===== config.mk =====
export PLATFORM = sky130hd
export DESIGN_NAME = stopwatch_lap_ctrl
export DESIGN_NICKNAME = d
export VERILOG_FILES = /design/src/rtl/stopwatch_pkg.sv /design/src/rtl/stopwatch_lap_ctrl_tick_gen.sv /design/src/rtl/stopwatch_lap_ctrl.sv
export SDC_FILE = /design/constraint.sdc
export NUM_CORES = 1
export LEC_CHECK = 0
export CAP_MARGIN = 20
export CELL_PAD_IN_SITES_DETAIL_PLACEMENT = 0
export CELL_PAD_IN_SITES_GLOBAL_PLACEMENT = 1
export CORE_ASPECT_RATIO = 1.75
export CORE_MARGIN = 1.5
export CORE_UTILIZATION = 47
export CTS_CLUSTER_DIAMETER = 150
export CTS_CLUSTER_SIZE = 8
export DETAILED_ROUTE_END_ITERATION = 7
export GPL_TIMING_DRIVEN = 1
export PLACE_DENSITY = 0.91
export SLEW_MARGIN = 20
export SYNTH_ARGS = -nofsm -noshare
export SYNTH_HDL_FRONTEND = slang
export SYNTH_SLANG_ARGS = --single-unit
export TNS_END_PERCENT = 100

===== constraint.sdc =====
create_clock -name clk -period 3.8 [get_ports clk]
set_input_delay 0.57 -clock clk [delete_from_list [all_inputs] [get_ports clk]]
set_output_delay 0.57 -clock clk [all_outputs]
set_load 0.02 [all_outputs]

===== src/rtl/stopwatch_pkg.sv =====
// Shared state encoding for the stopwatch lap controller and its helpers.
package stopwatch_pkg;

  localparam int STATE_W = 2;

  localparam logic [STATE_W-1:0] IDLE   = 2'd0;
  localparam logic [STATE_W-1:0] RUN    = 2'd1;
  localparam logic [STATE_W-1:0] STOP   = 2'd2;
  localparam logic [STATE_W-1:0] RECALL = 2'd3;

endpackage


===== src/rtl/stopwatch_lap_ctrl_tick_gen.sv =====
// Prescaler: counts 0..TICK_DIV-1 while run is high and emits a registered
// one-cycle tick on each wrap; the count is held while run is low.
module tick_gen #(
  parameter int TICK_DIV = 100000
) (
  input  logic clk,
  input  logic reset,
  input  logic run,
  input  logic clr,
  output logic tick
);

  localparam int CNT_W = $clog2(TICK_DIV);
  localparam logic [CNT_W-1:0] LAST = CNT_W'(TICK_DIV - 1);
  localparam logic [CNT_W-1:0] ONE  = CNT_W'(1);

  logic [CNT_W-1:0] presc_reg;
  logic             tick_reg;

  always_ff @(posedge clk or posedge reset) begin
    if (reset) begin
      presc_reg <= '0;
      tick_reg  <= 1'b0;
    end else if (clr) begin
      presc_reg <= '0;
      tick_reg  <= 1'b0;
    end else if (run) begin
      if (presc_reg == LAST) begin
        presc_reg <= '0;
        tick_reg  <= 1'b1;
      end else begin
        presc_reg <= presc_reg + ONE;
        tick_reg  <= 1'b0;
      end
    end else begin
      // Holding the count keeps the fractional tick across stop/recall.
      tick_reg <= 1'b0;
    end
  end

  assign tick = tick_reg;

endmodule


===== src/rtl/stopwatch_lap_ctrl.sv =====
// Stopwatch sequencing FSM: turns button pulses into counter strobes,
// lap ring-buffer write/read addressing and a display select.
module stopwatch_lap_ctrl
  import stopwatch_pkg::*;
#(
  parameter  int LAPS     = 4,
  parameter  int TICK_DIV = 100000,
  localparam int ADDR_W   = $clog2(LAPS)
) (
  input  logic               clk,
  input  logic               reset,
  input  logic               start_stop,
  input  logic               lap,
  input  logic               recall,
  input  logic               clear,
  output logic               cnt_en,
  output logic               cnt_clr,
  output logic               wr_en,
  output logic [ADDR_W-1:0]  wr_addr,
  output logic [ADDR_W-1:0]  rd_addr,
  output logic               disp_sel,
  output logic [ADDR_W:0]    lap_count,
  output logic               full,
  output logic [STATE_W-1:0] state
);

  localparam logic [ADDR_W:0]   LAPS_C = (ADDR_W + 1)'(LAPS);
  localparam logic [ADDR_W:0]   ONE_C  = (ADDR_W + 1)'(1);
  localparam logic [ADDR_W-1:0] ONE_A  = ADDR_W'(1);

  logic [STATE_W-1:0] state_reg, state_next;
  logic [ADDR_W-1:0]  wr_ptr_reg, wr_addr_reg, rd_ptr_reg, recall_idx_reg;
  logic [ADDR_W:0]    lap_count_reg, lap_count_next, idx_inc;
  logic [ADDR_W-1:0]  newest;
  logic               cnt_clr_reg, wr_en_reg, disp_sel_reg, full_reg;
  logic               do_lap, rec_enter, rec_step;

  // Strict command priority: clear > start_stop > lap > recall.
  always_comb begin
    state_next = state_reg;
    do_lap     = 1'b0;
    rec_enter  = 1'b0;
    rec_step   = 1'b0;
    if (clear) begin
      state_next = IDLE;
    end else if (start_stop) begin
      state_next = (state_reg == RUN) ? STOP : RUN;
    end else if (lap) begin
      do_lap = (state_reg == RUN) || (state_reg == STOP);
    end else if (recall) begin
      if ((state_reg == STOP) && (lap_count_reg != '0)) begin
        state_next = RECALL;
        rec_enter  = 1'b1;
      end else if (state_reg == RECALL) begin
        rec_step = 1'b1;
      end
    end
  end

  assign newest         = wr_ptr_reg - ONE_A;
  assign idx_inc        = {1'b0, recall_idx_reg} + ONE_C;
  assign lap_count_next = (do_lap && (lap_count_reg != LAPS_C)) ? lap_count_reg + ONE_C
                                                                : lap_count_reg;

  always_ff @(posedge clk or posedge reset) begin
    if (reset) begin
      state_reg      <= IDLE;
      cnt_clr_reg    <= 1'b0;
      wr_en_reg      <= 1'b0;
      wr_ptr_reg     <= '0;
      wr_addr_reg    <= '0;
      rd_ptr_reg     <= '0;
      recall_idx_reg <= '0;
      lap_count_reg  <= '0;
      full_reg       <= 1'b0;
      disp_sel_reg   <= 1'b0;
    end else if (clear) begin
      state_reg      <= IDLE;
      cnt_clr_reg    <= 1'b1;
      wr_en_reg      <= 1'b0;
      wr_ptr_reg     <= '0;
      wr_addr_reg    <= '0;
      rd_ptr_reg     <= '0;
      recall_idx_reg <= '0;
      lap_count_reg  <= '0;
      full_reg       <= 1'b0;
      disp_sel_reg   <= 1'b0;
    end else begin
      state_reg     <= state_next;
      cnt_clr_reg   <= 1'b0;
      wr_en_reg     <= do_lap;
      // Old pointer is presented with the strobe; the new one shows afterwards.
      wr_addr_reg   <= wr_ptr_reg;
      if (do_lap) wr_ptr_reg <= wr_ptr_reg + ONE_A;
      lap_count_reg <= lap_count_next;
      full_reg      <= (lap_count_next == LAPS_C);
      disp_sel_reg  <= (state_next == RECALL);
      // recall_idx counts how many laps back from the newest we are showing.
      if (rec_enter) begin
        rd_ptr_reg     <= newest;
        recall_idx_reg <= '0;
      end else if (rec_step) begin
        if (idx_inc == lap_count_reg) begin
          rd_ptr_reg     <= newest;
          recall_idx_reg <= '0;
        end else begin
          rd_ptr_reg     <= rd_ptr_reg - ONE_A;
          recall_idx_reg <= recall_idx_reg + ONE_A;
        end
      end
    end
  end

  tick_gen #(
    .TICK_DIV(TICK_DIV)
  ) u_tick_gen (
    .clk  (clk),
    .reset(reset),
    .run  (state_reg == RUN),
    .clr  (clear),
    .tick (cnt_en)
  );

  assign cnt_clr   = cnt_clr_reg;
  assign wr_en     = wr_en_reg;
  assign wr_addr   = wr_addr_reg;
  assign rd_addr   = rd_ptr_reg;
  assign disp_sel  = disp_sel_reg;
  assign lap_count = lap_count_reg;
  assign full      = full_reg;
  assign state     = state_reg;

endmodule


==> impl_metrics.ini, run 1 <==
[floorplanning]
rows = 30
initial_utilization = 0.493
dieArea_um2 = 4460
die_h_um = 87.2
die_x_um = 51.1
core_area_um2 = 3870
pin_count = 20

[clock_network]
cts_setup_buffers = 0
cts_hold_buf = 0
cts_htree_levels = 2
clkTransAtPathRegs_ns = 0.07
cts-resized-gates = 0
root_buffer = clkbuf_8
clock_path_buffers = 2
insertion_delay_ns = 0.29
cts_made_buffers = 5
clock-sinks = 35
cts_tree = done

[worst_hold_path]
hold_path_class = register to register
whs_endpoint = recall_idx_reg[0]$_DFFE_PP0P_
hold_depth = 1
hold_start = recall_idx_reg[0]$_DFFE_PP0P_

[critical_path]
worstSetupPathType = primary input to register
start_kind = primary input
worstPathRequired_ns = 4.00
r2r-end = u_tick_gen.presc_reg[13]$_DFFE_PP0P_
cp-end-kind = register
path_cells = clkdlybuf4s50_1 > or2_1 > or4b_1 > a2bb2oi_1 > o211ai_1
rr_startpoint = u_tick_gen.presc_reg[0]$_DFFE_PP0P_
rr_worst_depth = 5
cp.arrival_ns = 2.60
rrSetupSlack_ns = 1.56
crit_path_top_delay_cell = clkdlybuf4s50_1
crit_fanout = 25
slowest_delay_ns = 0.84

[global_routing]
grt_pass1_vias = 1485
track_usage = 0.197
antenna_found_initial = 0
gr-total-overflow = 0
grt_pass1_wl_mm = 6.59
grt_max_degree = 36

[synthesis]
avgSynthCellArea_um2 = 9.72
ys_types = 40
synthCells = 196
synth_top_area_frac = 0.460
ys_seq_elements = 35
syn-cell-area_um2 = 1910
yosys_warnings = 0
synth_most_common_cell = dfrtp_1
yosysSeqAreaShare = 0.460
syn_nets = 209
async_flop_share = 1.00
synth_edf_count = 0
synth_largest_area_cell = dfrtp_1
yosys-top-cells-count = dfrtp_1, nor2_1, xnor2_1
synth-main-ff-cell = dfrtp_1
synthTopCellsByArea = dfrtp_1, xnor2_1, nor2_1

[finish]
largest_reg_flops = 17
layout-drive-gt1-share = 0.0727
final_cells = 268
fin_nets = 232
syn_to_final_growth_pct = 18.0
fillers = 364
diodes = 0

[routing]
post_drt_wl_per_cell_um = 14.5
drc = 0
final_antenna_net_count = 0
firstDrtPassIters = 4
drt_iter0_markers = 17
vias = 1473
routed_wl_mm = 3.88
viasPerCell = 5.50

[timing]
rsz0062_at_grt = false
setup_viol = 0
finalMaxSlewViolations = 0
fmax_ghz = 0.416
post-route-period-util = 0.632
skew_ns = 0.0103
min_period_ns = 2.40
final_hold_viol_count = 0
fin_setup_tns_ns = 0
slew_headroom = 0.442
worst_pin_slew_ns = 0.836

[power]
power.density_nw_per_um2 = 335
peakVddDrop_v = 0.000282
p_leak_nw = 0.918

[placed_design]
place_hpwl_mm = 2.93
io_buffers = 19
gp_congestion = 0.781
dp.cells = 260

[job]
drv_cap = 0

[outcome]
outcome = complete, no violations
==> cell type report <==
cell class,instances,area [µm²],area share
Clock buffer,7,96.3,0.0428
Clock inverter,1,7.51,0.00334
Inverter,15,56.3,0.0250
Multi-Input combinational cell,142,955,0.425
Sequential cell,35,876,0.390
Tap cell,48,60.1,0.0267
Timing Repair Buffer,20,198,0.0879
==> worst max-delay path: cells and delay by family <==
family / cells / cell delay (ns)
and+or+nand+nor: 2 / 0.94
buffers and inverters: 1 / 0.84
AOI/OAI and AO/OA: 2 / 0.25
==> through the flow <==
stage	area [µm²]	hold WS (ns)	utilization	power, mW	worst slack (ns)
finish	2250	0.543	0.582	0.754	1.40
global route	2250	0.571	0.582	0.782	1.17
CTS	2250	0.550	0.582	0.762	1.34
detailed placement	2140	0.530	0.555	0.464	1.04
global placement	2140	0.519	0.555	0.463	1.09
floorplan	1910	0.488	-	0.437	2.07
==> worst max path at each step <==
stage / start / endpoint / slack, ns / depth (start not counted)
5_1_grt: clear / full$_DFF_PP0_ / 1.17 / 5
3_3_place_gp: clear / full$_DFF_PP0_ / 1.09 / 5
4_1_cts: clear / full$_DFF_PP0_ / 1.34 / 5
6_report: clear / rd_addr[1]$_DFFE_PP0P_ / 1.40 / 5
2_1_floorplan: state[0]$_DFF_PP0_ / full$_DFF_PP0_ / 2.07 / 6
3_5_place_dp: clear / full$_DFF_PP0_ / 1.04 / 5
==> placed cells by master (no fill, tap or decap), types with 7 or more instances in the layout <==
master            n
dfrtp_1          35
inv_1            15
nand2_1          10
clkdlybuf4s50_1  19
clkbuf_8          7
ha_1              7
xnor2_1          16
nor2_1           30
nor3_1            7
==> routing by layer <==
metal | up-vias | share of wire | global-route usage
li1 | 723 | - | -
met1 | 716 | 0.38 | 0.195
met2 | 23 | 0.57 | 0.374
met3 | 11 | 0.021 | 0.0378
met4 | 0 | 0.028 | 0.0958
met5 | - | 0 | 0
==> report_power, final <==
group / switching (mW) / total (mW) / leakage, nW / internal, mW
logic: 0.0425 / 0.0691 / 0.385 / 0.0266
registers: 0.00768 / 0.386 / 0.483 / 0.379
clock network: 0.134 / 0.298 / 0.0505 / 0.165
==> kinds of logic (layout without fill, tap and decap cells) <==
group                    count (synthesis)  in the layout  share of synthesized area
AND/OR/NAND/NOR                         85             85                      0.253
AO/OA/AOI/OAI                           27             27                     0.0952
multiplexers                             2              2                     0.0105
flip-flops                              35             35                      0.460
buffers and inverters                   19             43                     0.0394
XOR/XNOR                                21             21                     0.0965
adder cells (fa/ha/maj)                  7              7                     0.0460
Note: power is estimated with default switching activity, not from simulation.
==> run 2, diff against run 1 <==
--- a/config.mk
+++ b/config.mk
@@ -10,12 +10,12 @@
 export CELL_PAD_IN_SITES_GLOBAL_PLACEMENT = 1
 export CORE_ASPECT_RATIO = 1.75
 export CORE_MARGIN = 1.5
-export CORE_UTILIZATION = 47
+export CORE_UTILIZATION = 43
 export CTS_CLUSTER_DIAMETER = 150
 export CTS_CLUSTER_SIZE = 8
 export DETAILED_ROUTE_END_ITERATION = 7
 export GPL_TIMING_DRIVEN = 1
-export PLACE_DENSITY = 0.91
+export PLACE_DENSITY = 0.85
 export SLEW_MARGIN = 20
 export SYNTH_ARGS = -nofsm -noshare
 export SYNTH_HDL_FRONTEND = slang
==> constraint.sdc (replaced) <==
create_clock -name clk -period 2.4 [get_ports clk]
set_input_delay 0.36 -clock clk [delete_from_list [all_inputs] [get_ports clk]]
set_output_delay 0.36 -clock clk [all_outputs]
set_load 0.02 [all_outputs]
==> run 2 against run 1 <==
Compared with the run above:
- clock skew is 0.0078 ns lower
- non-clock buffer count is 5 higher
- register-to-register slack worse by 1.0 ns
- clock-buffer cell count is 1 higher
- sequential share of layout area is 0.60 points lower
==> impl_metrics.ini, run 2 (synthesis gave the netlist of run 1 again) <==
[critical_path]
crit_family = simple AND/OR/NAND/NOR gates
crit_path_top_delay_cell = dfrtp_1
cp-end-kind = register
worstPathRequired_ns = 2.60
worstSetupPathType = register to register
crit_fanout = 6
path_cells = inv_1 > ha_1 > nor4b_2 > nand3_1 > xor2_1 > nor3_1
cp.arrival_ns = 2.08
path_buf_inv = 1
slowest_delay_ns = 0.46
start_kind = register

[outcome]
outcome = complete, no violations

[power]
p_int_uw = 909
netSwitchingPower_uw = 288
peakVddDrop_v = 0.000400
power_mw = 1.20
p_leak_nw = 0.943
p_sw_frac = 0.241
pwr-share-clk = 0.390
seq_power_share = 0.512
power.density_nw_per_um2 = 524
p_comb_frac = 0.098

[timing]
timing.final.ws_setup_ns = 0.526
min_period_ns = 1.87
fin_setup_tns_ns = 0
skew_ns = 0.00250
fmax_ghz = 0.534
finalMaxSlewViolations = 0
setup_viol = 0
final_hold_viol_count = 0
slew_headroom = 0.638
hold_slack_ns = 0.482
rsz0062_at_grt = false
post-route-period-util = 0.781
worst_pin_slew_ns = 0.541

[finish]
utilization = 0.545
fin_nets = 237
syn_to_final_growth_pct = 19.8
diodes = 0
final_common_cell = dfrtp_1
layout_common_cells = dfrtp_1, nor2_1, clkdlybuf4s50_1
largest_reg_flops = 17
layout-drive-gt1-share = 0.0889
fillers = 387

[routing]
vias = 1508
final_antenna_net_count = 0
firstDrtPassIters = 4
routed_wl_mm = 4.01
drc = 0
drt_iter0_markers = 16
post_drt_wl_per_cell_um = 14.6
viasPerCell = 5.50

[clock_network]
root_buffer = clkbuf_8
cts_htree_levels = 2
cts_tree = done
cts_made_buffers = 5
clock_path_buffers = 2
clock-sinks = 35
cts_setup_buffers = 0
insertion_delay_ns = 0.28
clkTransAtPathRegs_ns = 0.07
cts_hold_buf = 0
cts-resized-gates = 0

[floorplanning]
core_area_um2 = 4190
pin_count = 20
dieArea_um2 = 4860
rows = 31
die_h_um = 91.1
die_x_um = 53.3
initial_utilization = 0.455

[worst_hold_path]
hold_path_class = primary input to async pin

[global_routing]
antenna_found_initial = 0
gr-total-overflow = 0
grt_max_degree = 36
grt_pass1_vias = 1536
track_usage = 0.192
grt_pass1_wl_mm = 6.96

[placed_design]
pre_cts_ws_ns = 0.299
place_hpwl_mm = 2.95
gp_congestion = 0.799
io_buffers = 19

[job]
drv_cap = 0
==> run 2: layout make-up <==
| class | count | area (µm²) | share of cell area |
|---|---|---|---|
| well taps | 49 | 61.3 | 0.0268 |
| clock buffers | 8 | 100 | 0.0438 |
| inverters | 15 | 56.3 | 0.0247 |
| multi-input cells | 142 | 955 | 0.418 |
| flip-flops and latches | 35 | 876 | 0.384 |
| repair buffers | 25 | 235 | 0.103 |
==> run 2: worst register-to-register path, cell delays in order, from the launching register on <==
cell and delay, ns:
dfrtp_1 0.46, inv_1 0.07, ha_1 0.32, nor4b_2 0.43, nand3_1 0.16, xor2_1 0.18
nor3_1 0.17
==> run 2: final timing paths <==
check / startpoint / to / slack [ns] / depth (start not counted)
worst max register to register: state[0]$_DFF_PP0_ / full$_DFF_PP0_ / 0.53 / 6
min in group clk: recall_idx_reg[0]$_DFFE_PP0P_ / recall_idx_reg[0]$_DFFE_PP0P_ / 0.53 / 1
worst max-delay path: state[0]$_DFF_PP0_ / full$_DFF_PP0_ / 0.53 / 6
worst min-delay path: reset / u_tick_gen.presc_reg[3]$_DFFE_PP0P_ / 0.48 / 3
max in group asynchronous: reset / u_tick_gen.presc_reg[5]$_DFFE_PP0P_ / 1.60 / 3
worst min register to register: recall_idx_reg[0]$_DFFE_PP0P_ / recall_idx_reg[0]$_DFFE_PP0P_ / 0.53 / 1
==> run 2: per-layer routing <==
metal,vias up,GRT usage,wire length [µm]
li1,736,-,-
met3,11,0.0296,91
met5,-,0,0
met4,0,0.0940,121
met1,734,0.202,1520
met2,27,0.346,2270
==> run 2: power by group through the flow <==
stage                     Combinational, mW  Sequential (mW)  Clock [mW]
final                                 0.117            0.612       0.467
after CTS                             0.120            0.612       0.478
after global routing                  0.131            0.613       0.506
after global placement                0.118            0.623           0
after floorplan                      0.0634            0.628           0
after detailed placement              0.119            0.623           0
==> run 2: stage by stage <==
step	cells	cell area, µm²
finish	274	2280
detailed placement	266	2180
global route	274	2280
floorplan	196	1910
CTS	274	2280
global placement	266	2180
